## src/rtl/collatz_pkg.sv

```systemverilog
// rtl/collatz_pkg.sv - shared FSM state encoding and default widths for collatz_stats
package collatz_pkg;

    localparam int XW_DEF = 16;
    localparam int SW_DEF = 10;

    typedef enum logic [1:0] {
        ST_IDLE = 2'd0,
        ST_RUN  = 2'd1,
        ST_DONE = 2'd2
    } state_t;

endpackage

```

## src/rtl/collatz_sat_cnt.sv

```systemverilog
// rtl/collatz_sat_cnt.sv - saturating up-counter with load-on-clear, used for step and odd counts
module collatz_sat_cnt #(
    parameter int W = 10
) (
    input  logic         clk,
    input  logic         rst_n,
    input  logic         clr,
    input  logic         inc,
    output logic [W-1:0] q,
    output logic         full
);

    logic [W-1:0] r_q;

    assign q    = r_q;
    assign full = &r_q;

    // clr with inc loads 1 so the first sample of a window can be counted
    always_ff @(posedge clk) begin
        if (!rst_n) begin
            r_q <= '0;
        end else if (clr) begin
            r_q <= inc ? W'(1) : '0;
        end else if (inc && !full) begin
            r_q <= r_q + 1'b1;
        end
    end

endmodule

```

## src/rtl/collatz_stats.sv

```systemverilog
// rtl/collatz_stats.sv - per-window Collatz orbit statistics with valid/ready result and watchdog
// Optional odd_cnt output enabled by defining COLLATZ_STATS_ODD_EN.
module collatz_stats
    import collatz_pkg::*;
#(
    parameter int XW  = XW_DEF,
    parameter int SW  = SW_DEF,
    parameter int TMO = 4095
) (
    input  logic          clk,
    input  logic          rst_n,
    input  logic [XW-1:0] x_in,
    input  logic          bs_in,
    output logic          res_vld,
    input  logic          res_rdy,
    output logic [XW-1:0] start_v,
    output logic [XW-1:0] peak_v,
    output logic [SW-1:0] steps,
    output logic          sat,
    output logic          tmo,
    output logic          ovr
`ifdef COLLATZ_STATS_ODD_EN
    ,
    output logic [SW-1:0] odd_cnt
`endif
);

    localparam int             CW       = (TMO > 1) ? $clog2(TMO) : 1;
    localparam logic [CW-1:0]  CYC_LAST = CW'((TMO > 0) ? (TMO - 1) : 0);

    state_t         r_state;
    logic           r_bs_q;
    logic [XW-1:0]  r_last;
    logic [CW-1:0]  r_cyc;
    logic           r_vld;
    logic [XW-1:0]  r_start;
    logic [XW-1:0]  r_peak;
    logic           r_sat;
    logic           r_tmo;
    logic           r_ovr;

    logic           w_rise;
    logic           w_enter;
    logic           w_change;
    logic           w_wdog;
    logic           w_steps_full;

    assign w_rise   = bs_in & ~r_bs_q;
    // a new window may start from IDLE, or from DONE when the record is taken on the same edge
    assign w_enter  = w_rise && ((r_state == ST_IDLE) || ((r_state == ST_DONE) && res_rdy));
    assign w_change = (r_state == ST_RUN) && bs_in && (x_in != r_last);
    assign w_wdog   = (TMO != 0) && (r_cyc == CYC_LAST);

    collatz_sat_cnt #(.W(SW)) u_steps (
        .clk   (clk),
        .rst_n (rst_n),
        .clr   (w_enter),
        .inc   (w_change),
        .q     (steps),
        .full  (w_steps_full)
    );

`ifdef COLLATZ_STATS_ODD_EN
    logic w_odd_full;

    collatz_sat_cnt #(.W(SW)) u_odd (
        .clk   (clk),
        .rst_n (rst_n),
        .clr   (w_enter),
        .inc   ((w_enter | (w_change & ~w_odd_full)) & x_in[0]),
        .q     (odd_cnt),
        .full  (w_odd_full)
    );
`endif

    always_ff @(posedge clk) begin
        if (!rst_n) begin
            r_state <= ST_IDLE;
            r_bs_q  <= 1'b0;
            r_last  <= '0;
            r_cyc   <= '0;
            r_vld   <= 1'b0;
            r_start <= '0;
            r_peak  <= '0;
            r_sat   <= 1'b0;
            r_tmo   <= 1'b0;
            r_ovr   <= 1'b0;
        end else begin
            r_bs_q <= bs_in;
            if (w_enter) begin
                r_state <= ST_RUN;
                r_start <= x_in;
                r_peak  <= x_in;
                r_last  <= x_in;
                r_cyc   <= '0;
                r_sat   <= 1'b0;
                r_tmo   <= 1'b0;
                r_vld   <= 1'b0;
            end else begin
                case (r_state)
                    ST_RUN: begin
                        r_cyc <= r_cyc + 1'b1;
                        if (w_change) begin
                            r_last <= x_in;
                            if (x_in > r_peak) r_peak <= x_in;
                            if (w_steps_full) r_sat <= 1'b1;
                        end
                        if (!bs_in) begin
                            r_vld   <= 1'b1;
                            r_state <= ST_DONE;
                        end else if (w_wdog) begin
                            r_tmo   <= 1'b1;
                            r_vld   <= 1'b1;
                            r_state <= ST_DONE;
                        end
                    end
                    ST_DONE: begin
                        if (res_rdy) begin
                            r_vld   <= 1'b0;
                            r_state <= ST_IDLE;
                        end else if (w_rise) begin
                            r_ovr <= 1'b1;
                        end
                    end
                    default: r_state <= ST_IDLE;
                endcase
            end
        end
    end

    assign res_vld = r_vld;
    assign start_v = r_start;
    assign peak_v  = r_peak;
    assign sat     = r_sat;
    assign tmo     = r_tmo;
    assign ovr     = r_ovr;

endmodule

```

## config.mk

```make
export PLATFORM = sky130hd
export DESIGN_NAME = collatz_stats
export DESIGN_NICKNAME = d
export VERILOG_FILES = /design/src/rtl/collatz_pkg.sv /design/src/rtl/collatz_sat_cnt.sv /design/src/rtl/collatz_stats.sv
export SDC_FILE = /design/constraint.sdc
export NUM_CORES = 1
export LEC_CHECK = 0
export BUFFER_PORTS_ARGS = -buffer_cell sky130_fd_sc_hd__clkbuf_2
export CORE_UTILIZATION = 60
export CTS_CLUSTER_SIZE = 40
export DETAILED_ROUTE_END_ITERATION = 6
export GPL_ROUTABILITY_DRIVEN = 0
export GPL_TIMING_DRIVEN = 0
export PLACE_DENSITY = 0.85
export SLEW_MARGIN = 20
export SYNTH_ARGS = -nofsm -noshare
export SYNTH_HDL_FRONTEND = slang
export SYNTH_SLANG_ARGS = --single-unit
```

## constraint.sdc

```tcl
create_clock -name clk -period 5.65 [get_ports clk]
set_input_delay 0.2825 -clock clk [delete_from_list [all_inputs] [get_ports clk]]
set_output_delay 0.2825 -clock clk [all_outputs]
set_load 0.03 [all_outputs]
```

==> results of run 1 <==
cell usage after synthesis:
cell type	instances	area, µm²
o21ai_0	8	40.0
buf_1	2	7.51
nor4b_1	1	8.76
mux2i_1	36	360
ha_1	19	238
a21boi_0	16	120
nor3_1	4	20.0
a221o_1	1	10.0
clkbuf_1	14	52.6
nor2_1	23	86.3
dfxtp_1	77	1540
a21oi_1	15	75.1
and2_1	5	31.3
nand2b_1	4	25.0
a21o_1	1	7.51
xnor2_1	20	175
and3_1	7	43.8
buf_4	1	7.51
nor4_4	1	21.3
a31oi_1	2	12.5
a31o_2	2	17.5
a211oi_1	2	15.0
o21ai_2	1	8.76
xor2_1	6	52.6
nor2b_1	18	113
nor4_1	1	6.26
nand3_1	7	35.0
nand3b_1	1	7.51
a21oi_4	1	16.3
nor3b_1	1	7.51
a211o_1	2	17.5
nand4_1	13	81.3
inv_1	20	75.1
or3_1	3	18.8
nor3b_2	1	12.5
nand2_1	87	327
buf_6	1	11.3
per-layer routing:
layer | wire (µm) | up-vias
met5 | 0 | -
met1 | 3540 | 1516
met3 | 307 | 20
met4 | 218 | 0
li1 | - | 1574
met2 | 4220 | 84
per-stage QoR:
step	hold slack, ns	setup WS [ns]	power (mW)	instance area (µm²)	cells
after floorplan	0.404	3.28	0.750	3710	424
after global placement	0.451	3.16	0.804	4120	563
after detailed placement	0.463	3.11	0.813	4120	563
after CTS	0.200	3.15	1.21	4310	577
after global routing	0.215	3.03	1.27	4310	577
final	0.208	3.12	1.21	4310	577
layout by cell type (no fill, tap or decap), types with 8 or more instances in the layout:
| cell type | Yosys | layout |
|---|---|---|
| nand2_1 | 87 | 87 |
| dfxtp_1 | 77 | 77 |
| clkbuf_2 | 0 | 64 |
| mux2i_1 | 36 | 36 |
| nor2_1 | 23 | 23 |
| inv_1 | 20 | 20 |
| xnor2_1 | 20 | 20 |
| ha_1 | 19 | 19 |
| nor2b_1 | 18 | 18 |
| a21boi_0 | 16 | 16 |
| a21oi_1 | 15 | 15 |
| clkbuf_1 | 14 | 14 |
| nand4_1 | 13 | 13 |
| clkbuf_8 | 0 | 10 |
| o21ai_0 | 8 | 8 |
cells by family after synthesis:
logic type,count (synthesis)
and+or+nand+nor,177
DFF,77
AOI/OAI and AO/OA,51
buffers and inverters,38
muxes,36
xor gates and xnor gates,26
adders and majority gates,19
how the worst min path moves through the flow:
| stage | depth (start not counted) | slack [ns] | from | to |
|---|---|---|---|---|
| after floorplan | 1 | 0.40 | bs_in | r_bs_q$_SDFF_PN0_ |
| after detailed placement | 2 | 0.46 | start_v[13]$_SDFFE_PN0P_ | start_v[13]$_SDFFE_PN0P_ |
| final | 2 | 0.21 | bs_in | r_bs_q$_SDFF_PN0_ |
| after CTS | 2 | 0.20 | bs_in | r_bs_q$_SDFF_PN0_ |
| after global routing | 2 | 0.22 | bs_in | r_bs_q$_SDFF_PN0_ |
| after global placement | 2 | 0.45 | sat$_SDFFE_PP0P_ | sat$_SDFFE_PP0P_ |
power groups by stage:
stage / sequential (mW) / clock [mW] / combinational, mW
2_1_floorplan: 0.631 / 0 / 0.118
3_3_place_gp: 0.600 / 0 / 0.204
3_5_place_dp: 0.602 / 0 / 0.211
4_1_cts: 0.589 / 0.410 / 0.214
5_1_grt: 0.593 / 0.440 / 0.234
6_report: 0.590 / 0.409 / 0.213
area by class of cell:
cell class	instances	share of cell area
inverter	20	0.0174
tap	75	0.0218
multi-input combinational	309	0.467
clock buffer	10	0.0319
buffer	18	0.0183
clock inverter	4	0.0116
sequential	77	0.358
timing repair buffer	64	0.0744
flip-flops by register name, summed over array words and instances, names as in the netlist, 2 cells and up:
register / count
peak_v: 16
r_cyc: 12
r_last: 16
r_state: 2
start_v: 16
u_steps.q: 10
==> summary.md, run 1 <==
| Metric | Value |
|---|---|
| Drt pass-1 iters | `4` |
| Worst EP arrival | `2.80 ns` |
| Fin crit share | `0.447` |
| Rows | `28` |
| Setup bufs post-CTS | `0` |
| CTS root buf | `clkbuf_8` |
| CTS Hold Bufs | `0` |
| Reg2reg setup slack | `3.12 ns` |
| Max-slew violations | `0` |
| Initial Utilization | `0.622` |
| Antenna violations before repair | `0` |
| Crit Reg-Reg Endpoint | `peak_v[10]$_SDFFE_PN0P_` |
| Layout cells sized above 1 | `0.171` |
| Cts bufs inserted | `9` |
| Main combinational cell family by area after synthesis | `simple AND/OR/NAND/NOR gates` |
| Worst Setup EP | `peak_v[10]$_SDFFE_PN0P_` |
| CP max FO | `10` |
| First-pass GRT wire length | `13,900 µm` |
| H-tree level count | `3` |
| Comb pwr share | `0.176` |
| N_diodes | `0` |
| Post-CTS Resized | `0` |
| Clock Latency Late Sink | `0.35 ns` |
| Setup TNS Final | `0 ns` |
| Mux contribution to synthesized area | `0.0972` |
| Yosys cell types | `37` |
| Top Ports | `66` |
| Clock share of power | `0.337` |
| Synth Register Bits | `77` |
| Syn Area/Cell | `8.74 µm²` |
| Synth Area in XOR/XNOR | `0.0614` |
| Initial DRC Count | `161` |
| Critical-path cell list | `inv_1 > ha_1 > a21oi_1 > o21ai_0 > a221o_1 > a211o_1 > a21oi_4 > buf_6 > mux2i_1` |
| Nets | `538` |
| Number of cells on the critical path | `9` |
| Power per Cell Area | `281 nW/µm²` |
| Fill count | `463` |
| Mapped Cells | `424` |
| Flop pwr share | `0.487` |
| Ys Warns | `0` |
| Netlist Area Pre-Place | `3710 µm²` |
| P&R area growth vs syn | `16.2%` |
| Post-Syn Nets | `463` |
| Relative slew slack | `0.565` |
| Die H | `80.6 µm` |
| Final ANT Viol Nets | `0` |
| Final setup viols | `0` |
| Grt peak-use layer | `met2` |
| Switching Share | `0.290` |
| Vias in the first global route | `3,062` |
| RR Startpoint | `peak_v[5]$_SDFFE_PN0P_` |
| Max frequency | `0.396 GHz` |
| Die Width | `80.6 µm` |
| Crit path time final | `2.53 ns` |
| Crit path kind | `reg2reg` |
| Die ar. | `6490 µm²` |
| CP max stage delay | `0.36 ns` |
| Register area share after synthesis | `0.416` |
| Adder-Cell Fraction of Synth Area | `0.0641` |
| Final Hold Viols | `0` |
| Req. time, crit path | `5.93 ns` |
| Worst slew pin tran | `0.650 ns` |
| # clock sinks | `77` |
| Critical path's slowest cell | `dfxtp_1` |
| Synth Area in Compound Gates | `0.0918` |
| CP Capture Type | `register` |
| Simple-Gate Fraction of Synth Area | `0.228` |
| RSZ-0062 raised after global routing | `no` |
| Pin count of the biggest net entering global routing | `13` |
| Global-route met3 utilization | `0.0511` |
| Multi-input logic area | `2010 µm²` |
| WL per Instance | `14.4 µm` |
| HP Class | `in2reg` |
| Max-Cap Viols | `0` |
| Status | `complete, no violations` |
| M2 GR Usage | `0.495` |
| Internal power | `0.860 mW` |
| CTS clk-pin slew, worst paths | `0.08 ns` |
| Total gr overflow | `0` |
| Tot GR Track Use | `0.281` |
| P_sw | `0.351 mW` |
| Leak | `1.85 nW` |
| CTS tree | `built` |
| DRC violations left | `0` |
| Worst vdd ir | `0.191 mV` |
| Flip-flop and latch area | `1540 µm²` |
| Clk_skew | `0.00866 ns` |
| Routed wire length | `8290 µm` |
| DP HPWL | `6110 µm` |
| CTS max path bufs | `2` |
| Via count | `3,194` |
| Crit path launch | `peak_v[5]$_SDFFE_PN0P_` |
| R2r worst-path depth | `9` |
| Startpoint types | `register` |
| WP buf/inv | `2` |
| GR Util met1 | `0.322` |
| Core ar. | `5960 µm²` |
| Crit path max-delay family | `compound AO/OA/AOI/OAI gates` |
| I/O Buffers | `64` |
| Final design utilization | `0.723` |
| Vias per std cell | `5.54` |
(Power assumes the default switching activity.)
==> run 2: changes to the inputs <==
--- a/config.mk
+++ b/config.mk
@@ -6,12 +6,12 @@
 export NUM_CORES = 1
 export LEC_CHECK = 0
 export BUFFER_PORTS_ARGS = -buffer_cell sky130_fd_sc_hd__clkbuf_2
-export CORE_UTILIZATION = 60
+export CORE_UTILIZATION = 56
 export CTS_CLUSTER_SIZE = 40
 export DETAILED_ROUTE_END_ITERATION = 6
 export GPL_ROUTABILITY_DRIVEN = 0
 export GPL_TIMING_DRIVEN = 0
-export PLACE_DENSITY = 0.85
+export PLACE_DENSITY = 0.8
 export SLEW_MARGIN = 20
 export SYNTH_ARGS = -nofsm -noshare
 export SYNTH_HDL_FRONTEND = slang
==> constraint.sdc (replaced) <==
create_clock -name clk -period 2.59 [get_ports clk]
set_input_delay 0.1295 -clock clk [delete_from_list [all_inputs] [get_ports clk]]
set_output_delay 0.1295 -clock clk [all_outputs]
set_load 0.03 [all_outputs]
==> run 2 against run 1 <==
  * Utilization fell by 3.8 points
  * Highest routed layer unchanged
  * Worst hold slack lost 0.14 ns
  * Sequential cell count did not move
  * Critical path depth did not move
  * Via count down 2.0%
  * Combinational power increased by 120%
  * Non-clock buffer count unchanged
  * Die area up 7.0%
  * Setup slack lost 2.9 ns
  * Cell area grew 1.6%
  * Clock skew decreased by 0.0015 ns
==> summary.md, run 2 (same netlist as run 1, synthesis figures left out) <==
| Metric | Value |
|---|---|
| Max-slew violations | `0` |
| Final setup margin | `0.226 ns` |
| R2r worst-path depth | `9` |
| Flip-flop and latch area | `1540 µm²` |
| Fin crit share | `0.913` |
| CTS root buf | `clkbuf_8` |
| Status | `complete, no violations` |
| Setup bufs post-CTS | `0` |
| Die Width | `83.4 µm` |
| Antenna violations before repair | `0` |
| Hold slack | `0.0630 ns` |
| Clock Latency Late Sink | `0.35 ns` |
| Vias in the first global route | `3,064` |
| Layout cells sized above 1 | `0.169` |
| Initial DRC Count | `126` |
| Worst slew pin tran | `0.650 ns` |
| Critical path's slowest cell | `dfxtp_1` |
| Tot GR Track Use | `0.244` |
| Multi-input logic area | `2010 µm²` |
| Die ar. | `6950 µm²` |
| H-tree level count | `3` |
| Grt peak-use layer | `met2` |
| Vias per std cell | `5.39` |
| Nets | `538` |
| Leak | `1.89 nW` |
| CTS tree | `built` |
| N_diodes | `0` |
| M2 GR Usage | `0.431` |
| Startpoint types | `register` |
| Final ANT Viol Nets | `0` |
| P&R area growth vs syn | `18.1%` |
| Commonest non-fill, non-tap cell in the layout | `nand2_1` |
| Rows | `29` |
| DRC violations left | `0` |
| CTS Hold Bufs | `0` |
| Relative slew slack | `0.565` |
| Pin count of the biggest net entering global routing | `13` |
| DP HPWL | `6200 µm` |
| CTS clk-pin slew, worst paths | `0.08 ns` |
| Worst vdd ir | `0.457 mV` |
| RSZ-0062 raised after global routing | `no` |
| Total power | `2.91 mW` |
| GR Util met1 | `0.284` |
| HP Class | `in2reg` |
| CP Capture Type | `register` |
| Critical-path cell list | `inv_1 > ha_1 > a21oi_1 > nand2_1 > a221o_1 > a211o_1 > a21oi_4 > buf_6 > mux2i_1` |
| Hold Crit Depth | `2` |
| Crit path time final | `2.36 ns` |
| First-pass GRT wire length | `13,600 µm` |
| Initial Utilization | `0.580` |
| Cts bufs inserted | `9` |
| Post-CTS Resized | `0` |
| Core ar. | `6390 µm²` |
| Worst EP arrival | `2.64 ns` |
| Final design utilization | `0.686` |
| Power per Cell Area | `665 nW/µm²` |
| Pre-CTS setup slack | `0.220 ns` |
| CP max FO | `10` |
| Via count | `3,130` |
| Final setup viols | `0` |
| CTS max path bufs | `2` |
| Clk_skew | `0.00711 ns` |
| Max frequency | `0.423 GHz` |
| Top Ports | `66` |
| WL per Instance | `14.1 µm` |
| Req. time, crit path | `2.87 ns` |
| Total gr overflow | `0` |
| Setup TNS Final | `0 ns` |
| Final Hold Viols | `0` |
| Drt pass-1 iters | `4` |
| CP max stage delay | `0.36 ns` |
| Fill count | `554` |
| Global-route met3 utilization | `0.0408` |
| Max-Cap Viols | `0` |
| Routed wire length | `8210 µm` |
| Crit path kind | `reg2reg` |
| I/O Buffers | `64` |
| Die H | `83.4 µm` |
| Most frequent cells in the layout | `nand2_1 (87), dfxtp_1 (77), clkbuf_2 (64), mux2i_1 (36), nor2_1 (23)` |
| # clock sinks | `77` |
run 2: cell types whose count changed in the layout (fill, tap and decap cells not counted):
cell / before / now
clkbuf_1: 14 / 17
clkbuf_8: 10 / 9
clkinv_2: 1 / 0
bufinv_16: 1 / 4
clkinvlp_4: 2 / 0
run 2: per-stage QoR:
step	std cells	instance area, µm²
after floorplan	424	3710
after global placement	565	4120
after detailed placement	565	4120
after CTS	581	4380
after global routing	581	4380
final	581	4380
run 2: layer usage:
metal  routed length (µm)  vias up
li1                     -     1577
met1                 3650     1464
met2                 4110       78
met3                  313       11
met4                  140        0
met5                    0        -
run 2: where the power goes:
| part | switching [mW] | total [mW] | leakage [nW] | internal (mW) |
|---|---|---|---|---|
| Sequential | 0.0436 | 1.29 | 0.629 | 1.24 |
| Clock | 0.427 | 1.17 | 0.125 | 0.740 |
| Combinational | 0.286 | 0.459 | 1.13 | 0.173 |
| Total | 0.756 | 2.91 | 1.89 | 2.16 |
run 2: worst paths after layout:
kind / from / endpoint / slack (ns)
hold / removal: bs_in / r_bs_q$_SDFF_PN0_ / 0.06
hold reg to reg: start_v[13]$_SDFFE_PN0P_ / start_v[13]$_SDFFE_PN0P_ / 0.47
setup / recovery: peak_v[14]$_SDFFE_PN0P_ / peak_v[7]$_SDFFE_PN0P_ / 0.23
setup reg to reg: peak_v[14]$_SDFFE_PN0P_ / peak_v[7]$_SDFFE_PN0P_ / 0.23
run 2: area by class of cell:
| type | instances | share of cell area |
|---|---|---|
| plain buffers | 18 | 0.0180 |
| clock buffers | 12 | 0.0309 |
| clock inverters | 4 | 0.0274 |
| inverters | 20 | 0.0171 |
| multi-input cells | 309 | 0.459 |
| flip-flops and latches | 77 | 0.352 |
| well taps | 77 | 0.0220 |
| repair buffers | 64 | 0.0732 |
run 2: worst max-delay path, delay by kind of cell (launching register included):
kind	cells	cell delay, ns
multiplexers	1	0.20
buffers and inverters	2	0.27
flip-flops	1	0.36
AND/OR/NAND/NOR	1	0.07
AO/OA/AOI/OAI	4	1.09
adder cells (fa/ha/maj)	1	0.31
==> run 3: changes to the inputs <==
--- a/config.mk
+++ b/config.mk
@@ -11,7 +11,7 @@
 export DETAILED_ROUTE_END_ITERATION = 6
 export GPL_ROUTABILITY_DRIVEN = 0
 export GPL_TIMING_DRIVEN = 0
-export PLACE_DENSITY = 0.8
+export PLACE_DENSITY_LB_ADDON = 0.2
 export SLEW_MARGIN = 20
 export SYNTH_ARGS = -nofsm -noshare
 export SYNTH_HDL_FRONTEND = slang
==> run 3 against run 2 <==
  * Die area unchanged
  * Wire length decreased by 4.8%
  * Global-route usage decreased by 1.4 points
  * Clock power decreased by 21%
  * Critical path type unchanged
  * Largest cell class unchanged
  * Highest routed layer unchanged
==> summary.md, run 3 (same netlist as run 1, synthesis figures left out) <==
| Metric | Value |
|---|---|
| Placed cell count | `565` |
| Crit path launch | `peak_v[14]$_SDFFE_PN0P_` |
| CTS root buf | `clkbuf_8` |
| Cts bufs inserted | `9` |
| DP HPWL | `5870 µm` |
| Startpoint types | `register` |
| Crit path kind | `reg2reg` |
| Post-CTS Resized | `0` |
| Final non-filler cell area | `4320 µm²` |
| Comb pwr share | `0.170` |
| Leak | `1.86 nW` |
| Flop pwr share | `0.482` |
| # clock sinks | `77` |
| Via count | `3,112` |
| Placed inst area | `4120 µm²` |
| Antenna violations before repair | `0` |
| N_diodes | `0` |
| Crit path time final | `2.33 ns` |
| Final ANT Viol Nets | `0` |
| Total gr overflow | `0` |
| RSZ-0062 raised after global routing | `no` |
| Core ar. | `6390 µm²` |
| Max frequency | `0.429 GHz` |
| Die ar. | `6950 µm²` |
| Clock share of power | `0.347` |
| Initial Utilization | `0.580` |
| Pin count of the biggest net entering global routing | `15` |
| Vias in the first global route | `2,944` |
| Worst EP arrival | `2.62 ns` |
| Most frequent cells in the layout | `nand2_1 (87), dfxtp_1 (77), clkbuf_2 (64), mux2i_1 (36), nor2_1 (23)` |
| Req. time, crit path | `2.88 ns` |
| Internal power | `1.86 mW` |
| Final cell count without fillers | `581` |
| RR Startpoint | `peak_v[14]$_SDFFE_PN0P_` |
| Worst vdd ir | `0.400 mV` |
| Drt pass-1 iters | `4` |
| Switching Share | `0.300` |
| Clk_skew | `0.00998 ns` |
| Power per Cell Area | `617 nW/µm²` |
| Vias per std cell | `5.36` |
| R2r worst-path depth | `9` |
| Rows | `29` |
| Worst slew pin tran | `0.619 ns` |
| Max-slew violations | `0` |
| Max-Cap Viols | `0` |
| Top Ports | `66` |
| P&R area growth vs syn | `16.6%` |
| Die Width | `83.4 µm` |
| Die H | `83.4 µm` |
| CTS clk-pin slew, worst paths | `0.09 ns` |
| HP Class | `in2reg` |
| H-tree level count | `3` |
| DRC violations left | `0` |
| Setup bufs post-CTS | `0` |
| P_sw | `0.801 mW` |
| I/O Buffers | `64` |
| Routed wire length | `7820 µm` |
| CTS tree | `built` |
| Initial DRC Count | `144` |
| WL per Instance | `13.5 µm` |
| Commonest non-fill, non-tap cell in the layout | `nand2_1` |
| CP Capture Type | `register` |
| Status | `complete, no violations` |
| CP max FO | `10` |
| Setup TNS Final | `0 ns` |
| Final Hold Viols | `0` |
| Layout cells sized above 1 | `0.175` |
| First-pass GRT wire length | `12,900 µm` |
| Tot GR Track Use | `0.230` |
| CTS max path bufs | `2` |
| Relative slew slack | `0.586` |
| Hold path startpoint | `bs_in` |
| Hold Crit Depth | `2` |
| Nets | `538` |
| CTS Hold Bufs | `0` |
| Fin crit share | `0.901` |
| Fill count | `530` |
| Clock Latency Late Sink | `0.35 ns` |
| Final setup viols | `0` |
[run 3: cell count changes in the layout (fill, tap and decap cells not counted)]
cell,delta
clkbuf_1,-3
clkinv_2,+1
clkinv_4,+1
clkinvlp_4,+3
bufinv_16,-3
inv_6,+1
[run 3: critical path, cell delays in order, from the launching register on]
cell and delay [ns]:
dfxtp_1 0.35, inv_1 0.05, ha_1 0.30, a21oi_1 0.15, nand2_1 0.07, a221o_1 0.34
a211o_1 0.27, a21oi_4 0.32, buf_6 0.22, mux2i_1 0.19
[run 3: cell type report]
type	count	area, µm²	share of cell area
plain buffers	18	78.8	0.0182
clock buffers	9	124	0.0287
clock inverters	7	75.1	0.0174
inverters	20	75.1	0.0174
multi-input cells	309	2010	0.465
flip-flops and latches	77	1540	0.357
well taps	77	96.3	0.0223
repair buffers	64	320	0.0741
[run 3: power groups by stage]
stage / Combinational [mW] / Clock (mW) / Sequential, mW
finish: 0.454 / 0.926 / 1.28
global route: 0.499 / 0.980 / 1.29
CTS: 0.459 / 0.935 / 1.28
detailed placement: 0.456 / 0 / 1.31
global placement: 0.445 / 0 / 1.31
floorplan: 0.258 / 0 / 1.38
[run 3: routing by layer]
layer	global-route usage	wire length, µm	vias up
met1	0.285	3650	1457
met3	0.0368	226	15
met4	0.111	185	0
met2	0.390	3750	63
li1	-	-	1577
met5	0	0	-
[run 3: path summary, 6_finish.rpt]
path / to / slack, ns
hold / removal: r_bs_q$_SDFF_PN0_ / 0.07
setup reg to reg: peak_v[11]$_SDFFE_PN0P_ / 0.26
setup / recovery: peak_v[11]$_SDFFE_PN0P_ / 0.26
hold reg to reg: start_v[5]$_SDFFE_PN0P_ / 0.47
[run 3: stage by stage]
step / hold slack (ns) / power (mW) / worst slack [ns] / util
after floorplan: 0.251 / 1.64 / 0.215 / -
after global placement: 0.426 / 1.75 / 0.297 / 0.646
after detailed placement: 0.437 / 1.77 / 0.258 / 0.646
after CTS: 0.0662 / 2.68 / 0.236 / 0.677
after global routing: 0.0919 / 2.77 / 0.0765 / 0.677
final: 0.0697 / 2.67 / 0.257 / 0.677
